[config.mk]
export PLATFORM = sky130hd
export DESIGN_NAME = spectrum_bin_streamer
export DESIGN_NICKNAME = d
export VERILOG_FILES = /design/src/rtl/spectrum_bin_streamer.sv
export SDC_FILE = /design/constraint.sdc
export NUM_CORES = 1
export LEC_CHECK = 0
export BUFFER_PORTS_ARGS = -buffer_cell sky130_fd_sc_hd__buf_2
export CAP_MARGIN = 20
export CORE_MARGIN = 1.5
export CORE_UTILIZATION = 42
export CTS_CLUSTER_DIAMETER = 30
export DETAILED_ROUTE_END_ITERATION = 8
export PLACE_DENSITY = 0.6
export SYNTH_ARGS = -nofsm -noshare
export SYNTH_HDL_FRONTEND = slang
export SYNTH_SLANG_ARGS = --single-unit
[constraint.sdc]
create_clock -name clock -period 5 [get_ports clock]
set_clock_uncertainty 0.05 [all_clocks]
set_input_delay 0.5 -clock clock [delete_from_list [all_inputs] [get_ports clock]]
set_output_delay 0.5 -clock clock [all_outputs]
set_load 0.1 [all_outputs]
[src/rtl/spectrum_bin_streamer.sv]
// Streams one FFT magnitude frame out of the spectrum RAM as (bin, amplitude) pairs.
// A 2-entry FIFO hides the 1-cycle RAM latency and absorbs downstream stalls.
module spectrum_bin_streamer #(
    parameter int NUM_BINS = 1024,
    parameter int ADDR_W   = 10,
    parameter int MAG_W    = 16,
    parameter int SHIFT    = 6
) (
    input  logic              clock,
    input  logic              reset,
    input  logic              frame_ready,
    output logic              mem_rd,
    output logic [ADDR_W-1:0] mem_addr,
    input  logic [MAG_W-1:0]  mem_data,
    output logic              bin_valid,
    input  logic              out_ready,
    output logic [10:0]       bin_index,
    output logic [9:0]        amplitude,
    output logic              first_bin,
    output logic              last_bin,
    output logic              busy,
    output logic              overrun
);
    localparam logic [10:0] LAST_IDX = 11'(NUM_BINS - 1);

    typedef enum logic [1:0] {IDLE, SCAN, DRAIN} state_e;

    state_e           state_q, state_d;
    logic [10:0]      rd_cnt_q, rd_cnt_d;
    logic             pending_q, pending_d;
    logic             overrun_q, overrun_d;

    logic             infl_q;
    logic [10:0]      infl_idx_q;
    logic             infl_first_q, infl_last_q;

    logic [1:0][10:0] f_idx_q;
    logic [1:0][9:0]  f_amp_q;
    logic [1:0]       f_first_q, f_last_q;
    logic             rd_ptr_q, wr_ptr_q;
    logic [1:0]       cnt_q;

    logic             pop, push, rd_en, drained;
    logic [1:0]       occ;
    logic [MAG_W-1:0] scaled;
    logic [9:0]       amp_sat;

    assign pop     = (cnt_q != 2'd0) && out_ready;
    assign push    = infl_q;
    // The slot freed by this cycle's pop is reusable: returning data lands on the same edge.
    assign occ     = cnt_q + {1'b0, infl_q} - {1'b0, pop};
    assign drained = (cnt_q == 2'd0) && !infl_q;
    assign scaled  = mem_data >> SHIFT;
    assign amp_sat = (scaled > MAG_W'(1023)) ? 10'd1023 : scaled[9:0];

    always_comb begin
        state_d   = state_q;
        rd_cnt_d  = rd_cnt_q;
        pending_d = pending_q;
        overrun_d = 1'b0;
        rd_en     = 1'b0;
        if (state_q != IDLE && frame_ready) begin
            if (!pending_q) pending_d = 1'b1;
            else            overrun_d = 1'b1;
        end
        case (state_q)
            IDLE: begin
                if (frame_ready) begin
                    state_d  = SCAN;
                    rd_cnt_d = '0;
                end
            end
            SCAN: begin
                rd_en = (occ < 2'd2);
                if (rd_en) begin
                    if (rd_cnt_q == LAST_IDX) state_d  = DRAIN;
                    else                      rd_cnt_d = rd_cnt_q + 11'd1;
                end
            end
            DRAIN: begin
                if (drained) begin
                    // A request arriving on the hand-over cycle is kept, never dropped.
                    if (pending_q || frame_ready) begin
                        state_d   = SCAN;
                        rd_cnt_d  = '0;
                        pending_d = pending_q && frame_ready;
                        overrun_d = 1'b0;
                    end else begin
                        state_d = IDLE;
                    end
                end
            end
            default: state_d = IDLE;
        endcase
    end

    always_ff @(posedge clock) begin
        if (reset) begin
            state_q   <= IDLE;
            rd_cnt_q  <= '0;
            pending_q <= 1'b0;
            overrun_q <= 1'b0;
        end else begin
            state_q   <= state_d;
            rd_cnt_q  <= rd_cnt_d;
            pending_q <= pending_d;
            overrun_q <= overrun_d;
        end
    end

    always_ff @(posedge clock) begin
        if (reset) begin
            infl_q       <= 1'b0;
            infl_idx_q   <= '0;
            infl_first_q <= 1'b0;
            infl_last_q  <= 1'b0;
            f_idx_q      <= '0;
            f_amp_q      <= '0;
            f_first_q    <= '0;
            f_last_q     <= '0;
            rd_ptr_q     <= 1'b0;
            wr_ptr_q     <= 1'b0;
            cnt_q        <= '0;
        end else begin
            infl_q <= rd_en;
            if (rd_en) begin
                infl_idx_q   <= rd_cnt_q;
                infl_first_q <= (rd_cnt_q == 11'd0);
                infl_last_q  <= (rd_cnt_q == LAST_IDX);
            end
            if (push) begin
                f_idx_q[wr_ptr_q]   <= infl_idx_q;
                f_amp_q[wr_ptr_q]   <= amp_sat;
                f_first_q[wr_ptr_q] <= infl_first_q;
                f_last_q[wr_ptr_q]  <= infl_last_q;
                wr_ptr_q            <= ~wr_ptr_q;
            end
            if (pop) rd_ptr_q <= ~rd_ptr_q;
            cnt_q <= cnt_q + {1'b0, push} - {1'b0, pop};
        end
    end

    assign mem_rd    = rd_en;
    assign mem_addr  = ADDR_W'(rd_cnt_q);
    assign bin_valid = (cnt_q != 2'd0);
    assign bin_index = f_idx_q[rd_ptr_q];
    assign amplitude = f_amp_q[rd_ptr_q];
    assign first_bin = f_first_q[rd_ptr_q];
    assign last_bin  = f_last_q[rd_ptr_q];
    assign busy      = (state_q != IDLE);
    assign overrun   = overrun_q;

endmodule

==> reports/qor_table.md <==
| Step | Result | This run |
|:---|:---|:---|
| drt | Via count | 2929 |
| clock tree | Cells resized by post-CTS repair | 0 |
| finish | Fraction of layout instances using a drive strength above 1 | 22.4% |
| worst setup path | CP arrival | 3.19 ns |
| synth | Count of flip-flops with a built-in enable after synthesis | 0 |
| finish | Fill count | 819 |
| synth | Post-synth net total | 450 |
| job | Max-cap viol count | 0 |
| synth | Syn Std Cell Area | 3550 µm² |
| clock tree | Clock sink count | 79 |
| synth | Number of warning messages in the yosys log | 0 |
| clock tree | Clock transition at the register clock pins on the worst setup and hold paths after CTS | 0.09 ns |
| finish | Multi-input gate area | 1740 µm² |
| finish | Cell area after layout | 3970 µm² |
| synth | Number of instances in the synthesized netlist | 426 |
| timing | Transition at the pin with the smallest max-transition slack | 0.951 ns |
| grt | Via count of the first global-routing pass | 2686 |
| synth | Sequential cell area fraction in the yosys report | 44.6% |
| floorplanning | Std-Cell Core Area | 8220 µm² |
| finish | FF+latch area | 1580 µm² |
| synth | Async SR Flop Fraction | 0% |
| worst setup path | Cell occurring most often along the worst timing path | sky130_fd_sc_hd__ha_1 |
| floorplanning | Die Footprint | 9010 µm² |
| floorplanning | Horiz. Die Dim | 94.9 µm |
| place | Buffers on Ports | 50 |
| grt | Wire length of the first global-routing pass | 12.5 mm |
| timing | Headroom to the max-slew limit | 36.6% |
| pwr | Worst supply voltage drop on vdd | 332 µV |
| pwr | Power density cells | 407 nW/µm² |
| timing | Unrepaired setup endpoints after global routing | no |
| clock tree | Insertion delay to the later sink of the worst-skew pair | 0.36 ns |
| clock tree | Clock root buffer | sky130_fd_sc_hd__clkbuf_8 |
| timing | Number of slew-limit violations in the final report | 0 |
| synth | Number of distinct library cells after synthesis | 54 |
| grt | GRT overflow | 0 |
| drt | Detailed-route wire length | 7.88 mm |
| drt | Residual antenna-violating net count after detailed routing | 0 |
| synth | Yosys reg bits | 79 |
| pwr | Leakage power figure | 1.55 nW |
| place | Placed Instance Area | 3760 µm² |
| timing | Final TNS setup | 0 ns |
| drt | Avg Vias per Cell | 5.23 |
| timing | Fmax | 267 MHz |
| grt | Antenna violations before repair | 0 |
| clock tree | Clock tree buffer depth | 2 |
| clock tree | CTS tree | yes |
| timing | Total setup violations reported at the end of the flow | 0 |
| floorplanning | Initial standard-cell utilization of the core | 43.2% |
| place | Final GP Congestion | 0.817 |
| place | Half-perimeter wire length of the detailed placement result | 5.04 mm |
| worst setup path | Stage delay of the slowest cell on the critical path | 0.49 ns |
| floorplanning | Number of top-level pins | 57 |
| grt | Pin count of the biggest net entering global routing | 39 |
| synth | Most used flip-flop cell after synthesis | sky130_fd_sc_hd__dfxtp_1 |
| worst setup path | Worst reg2reg startpoint | cnt_q[1] |
| drt | Starting DRT DRC Count | 131 |
| drt | Mean routed wirelength per cell | 14.1 µm |
| finish | Number of antenna repair diodes | 0 |
| outcome | Status | complete, no violations |
| finish | Layout net count | 474 |
| worst setup path | CP Launch Point | cnt_q[1] |
| worst setup path | Worst setup path category | flip-flop to output pin |
| floorplanning | Placement Rows | 33 |
| synth | Post-Syn Area per Cell | 8.33 µm² |
| worst setup path | Startpoint Class | flip-flop |
| worst setup path | Critical path, cell by cell | or2_2 -> and2_1 -> ha_1 -> inv_1 -> ha_1 -> xnor3_1 -> nand2_1 -> inv_2 -> buf_2 |
| clock tree | H-tree depth | 3 |
| worst setup path | Worst path required time | 4.45 ns |
| clock tree | Buffers inserted during post-CTS setup optimization | 0 |
| grt | Total global-route track usage | 18.2% |
| worst setup path | Highest net fanout along the worst path | 17 |
| drt | # DRC | 0 |
| min path | Beginning of the worst hold path | mem_data[11] |
| min path | Hold/Removal Path Class | input port to flip-flop |
| worst setup path | Slowest-stage cell, CP | sky130_fd_sc_hd__buf_2 |
| clock tree | Number of buffers inserted during clock tree synthesis | 9 |
| timing | Final period util | 74.9% |
| timing | Number of failing hold endpoints at the final stage | 0 |
| finish | Synthesis-to-layout area growth | 11.8% |
| floorplanning | Die Y-Extent | 94.9 µm |
| worst setup path | Kind of end point of the critical path | output pin |
| drt | Number of iterations in the first detailed-routing pass | 5 |
| clock tree | # hold bufs at CTS | 0 |
| timing | Final period demand of the worst path | 3.74 ns |
## critical path: cells and delay by family (launching register included)
family                   cells  cell delay (ns)
AND/OR/NAND/NOR              3             0.85
adder cells (fa/ha/maj)      2             0.47
XOR/XNOR                     1             0.26
buffers and inverters        3             0.91
flip-flops                   1             0.35
## through the flow
stage          total power [mW]  std cells  setup WS [ns]  util (%)  hold WS (ns)
3_3_place_gp               1.13        544           1.66      45.7         0.388
4_1_cts                    1.64        560           1.21      48.3         0.310
2_1_floorplan              1.06        426           1.86         -         0.383
6_report                   1.62        560           1.26      48.3         0.327
3_5_place_dp               1.13        544           1.61      45.7         0.395
5_1_grt                    1.69        560           1.01      48.3         0.318
## state kept, by name, indices dropped and copies added (netlist names), 2 cells and up
register,count
cnt_q,2
f_amp_q,20
f_first_q,2
f_idx_q,22
f_last_q,2
infl_idx_q,11
rd_cnt_q,11
state_q,2
## synth_stat cells, drive strengths merged, types with 3 or more instances
cell,count,share of area (%)
nand2,122,13
dfxtp,79,45
a21oi,68,9.7
clkbuf,25,2.7
mux2,24,7.6
buf,15,2.8
inv,9,0.95
nor2,8,0.85
nor3,7,1.1
nand3,6,0.85
nand4,5,1.1
ha,4,1.4
a31oi,3,0.53
a41oi,3,0.74
and3,3,0.53
nor2b,3,0.53
nor4,3,0.95
o21ai,3,0.42
## kinds of logic (layout without fill, tap and decap cells)
family | after synthesis | after routing | synth area share (%)
flip-flops | 79 | 79 | 44.6
XOR/XNOR | 3 | 3 | 1.55
multiplexers | 24 | 24 | 7.62
adder cells (fa/ha/maj) | 4 | 4 | 1.41
AO/OA/AOI/OAI | 95 | 95 | 16.4
buffers and inverters | 49 | 78 | 6.42
AND/OR/NAND/NOR | 172 | 172 | 22.0
## cells in the final DEF, fill, tap and decap left out, types with 3 or more instances in the layout
cell type / synthesis / layout
sky130_fd_sc_hd__a21oi_1: 67 / 67
sky130_fd_sc_hd__a31oi_1: 3 / 3
sky130_fd_sc_hd__a41oi_1: 3 / 3
sky130_fd_sc_hd__and3_1: 3 / 3
sky130_fd_sc_hd__buf_2: 4 / 50
sky130_fd_sc_hd__buf_4: 10 / 3
sky130_fd_sc_hd__clkbuf_8: 0 / 9
sky130_fd_sc_hd__dfxtp_1: 79 / 79
sky130_fd_sc_hd__ha_1: 4 / 4
sky130_fd_sc_hd__inv_1: 8 / 8
sky130_fd_sc_hd__mux2_2: 24 / 24
sky130_fd_sc_hd__nand2_1: 122 / 122
sky130_fd_sc_hd__nand3_1: 6 / 6
sky130_fd_sc_hd__nand4_1: 4 / 4
sky130_fd_sc_hd__nor2_1: 8 / 8
sky130_fd_sc_hd__nor2b_1: 3 / 3
sky130_fd_sc_hd__nor3_1: 6 / 6
sky130_fd_sc_hd__o21ai_0: 3 / 3
## cell type report
class	instances	area share, %
multi-input combinational	298	43.8
timing repair buffer	53	6.87
clock buffer	9	3.12
clock inverter	7	2.18
inverter	9	0.851
tap	105	3.31
sequential	79	39.8
## metal layers
metal | track usage, % | up-vias | wire length, µm | share of wire [%]
li1 | - | 1497 | - | -
met1 | 21.4 | 1375 | 3680 | 47
met2 | 31.9 | 48 | 3800 | 48
met3 | 4.11 | 9 | 290 | 3.7
met4 | 6.72 | 0 | 114 | 1.4
met5 | 0 | - | 0 | 0
## final timing paths
path | endpoint | slack [ns] | cells after the start
max | mem_rd | 1.26 | 9
min reg2reg | f_first_q[1] | 0.40 | 2
min | f_amp_q[5] | 0.33 | 3
max reg2reg | rd_cnt_q[7] | 2.06 | 10
## report_power, final
part           internal, mW  total (mW)  switching [mW]
clock                 0.242       0.500           0.258
combinational         0.121       0.432           0.311
sequential            0.658       0.684          0.0262
total                  1.02        1.62           0.595
Power figures use the tool's default switching activity.
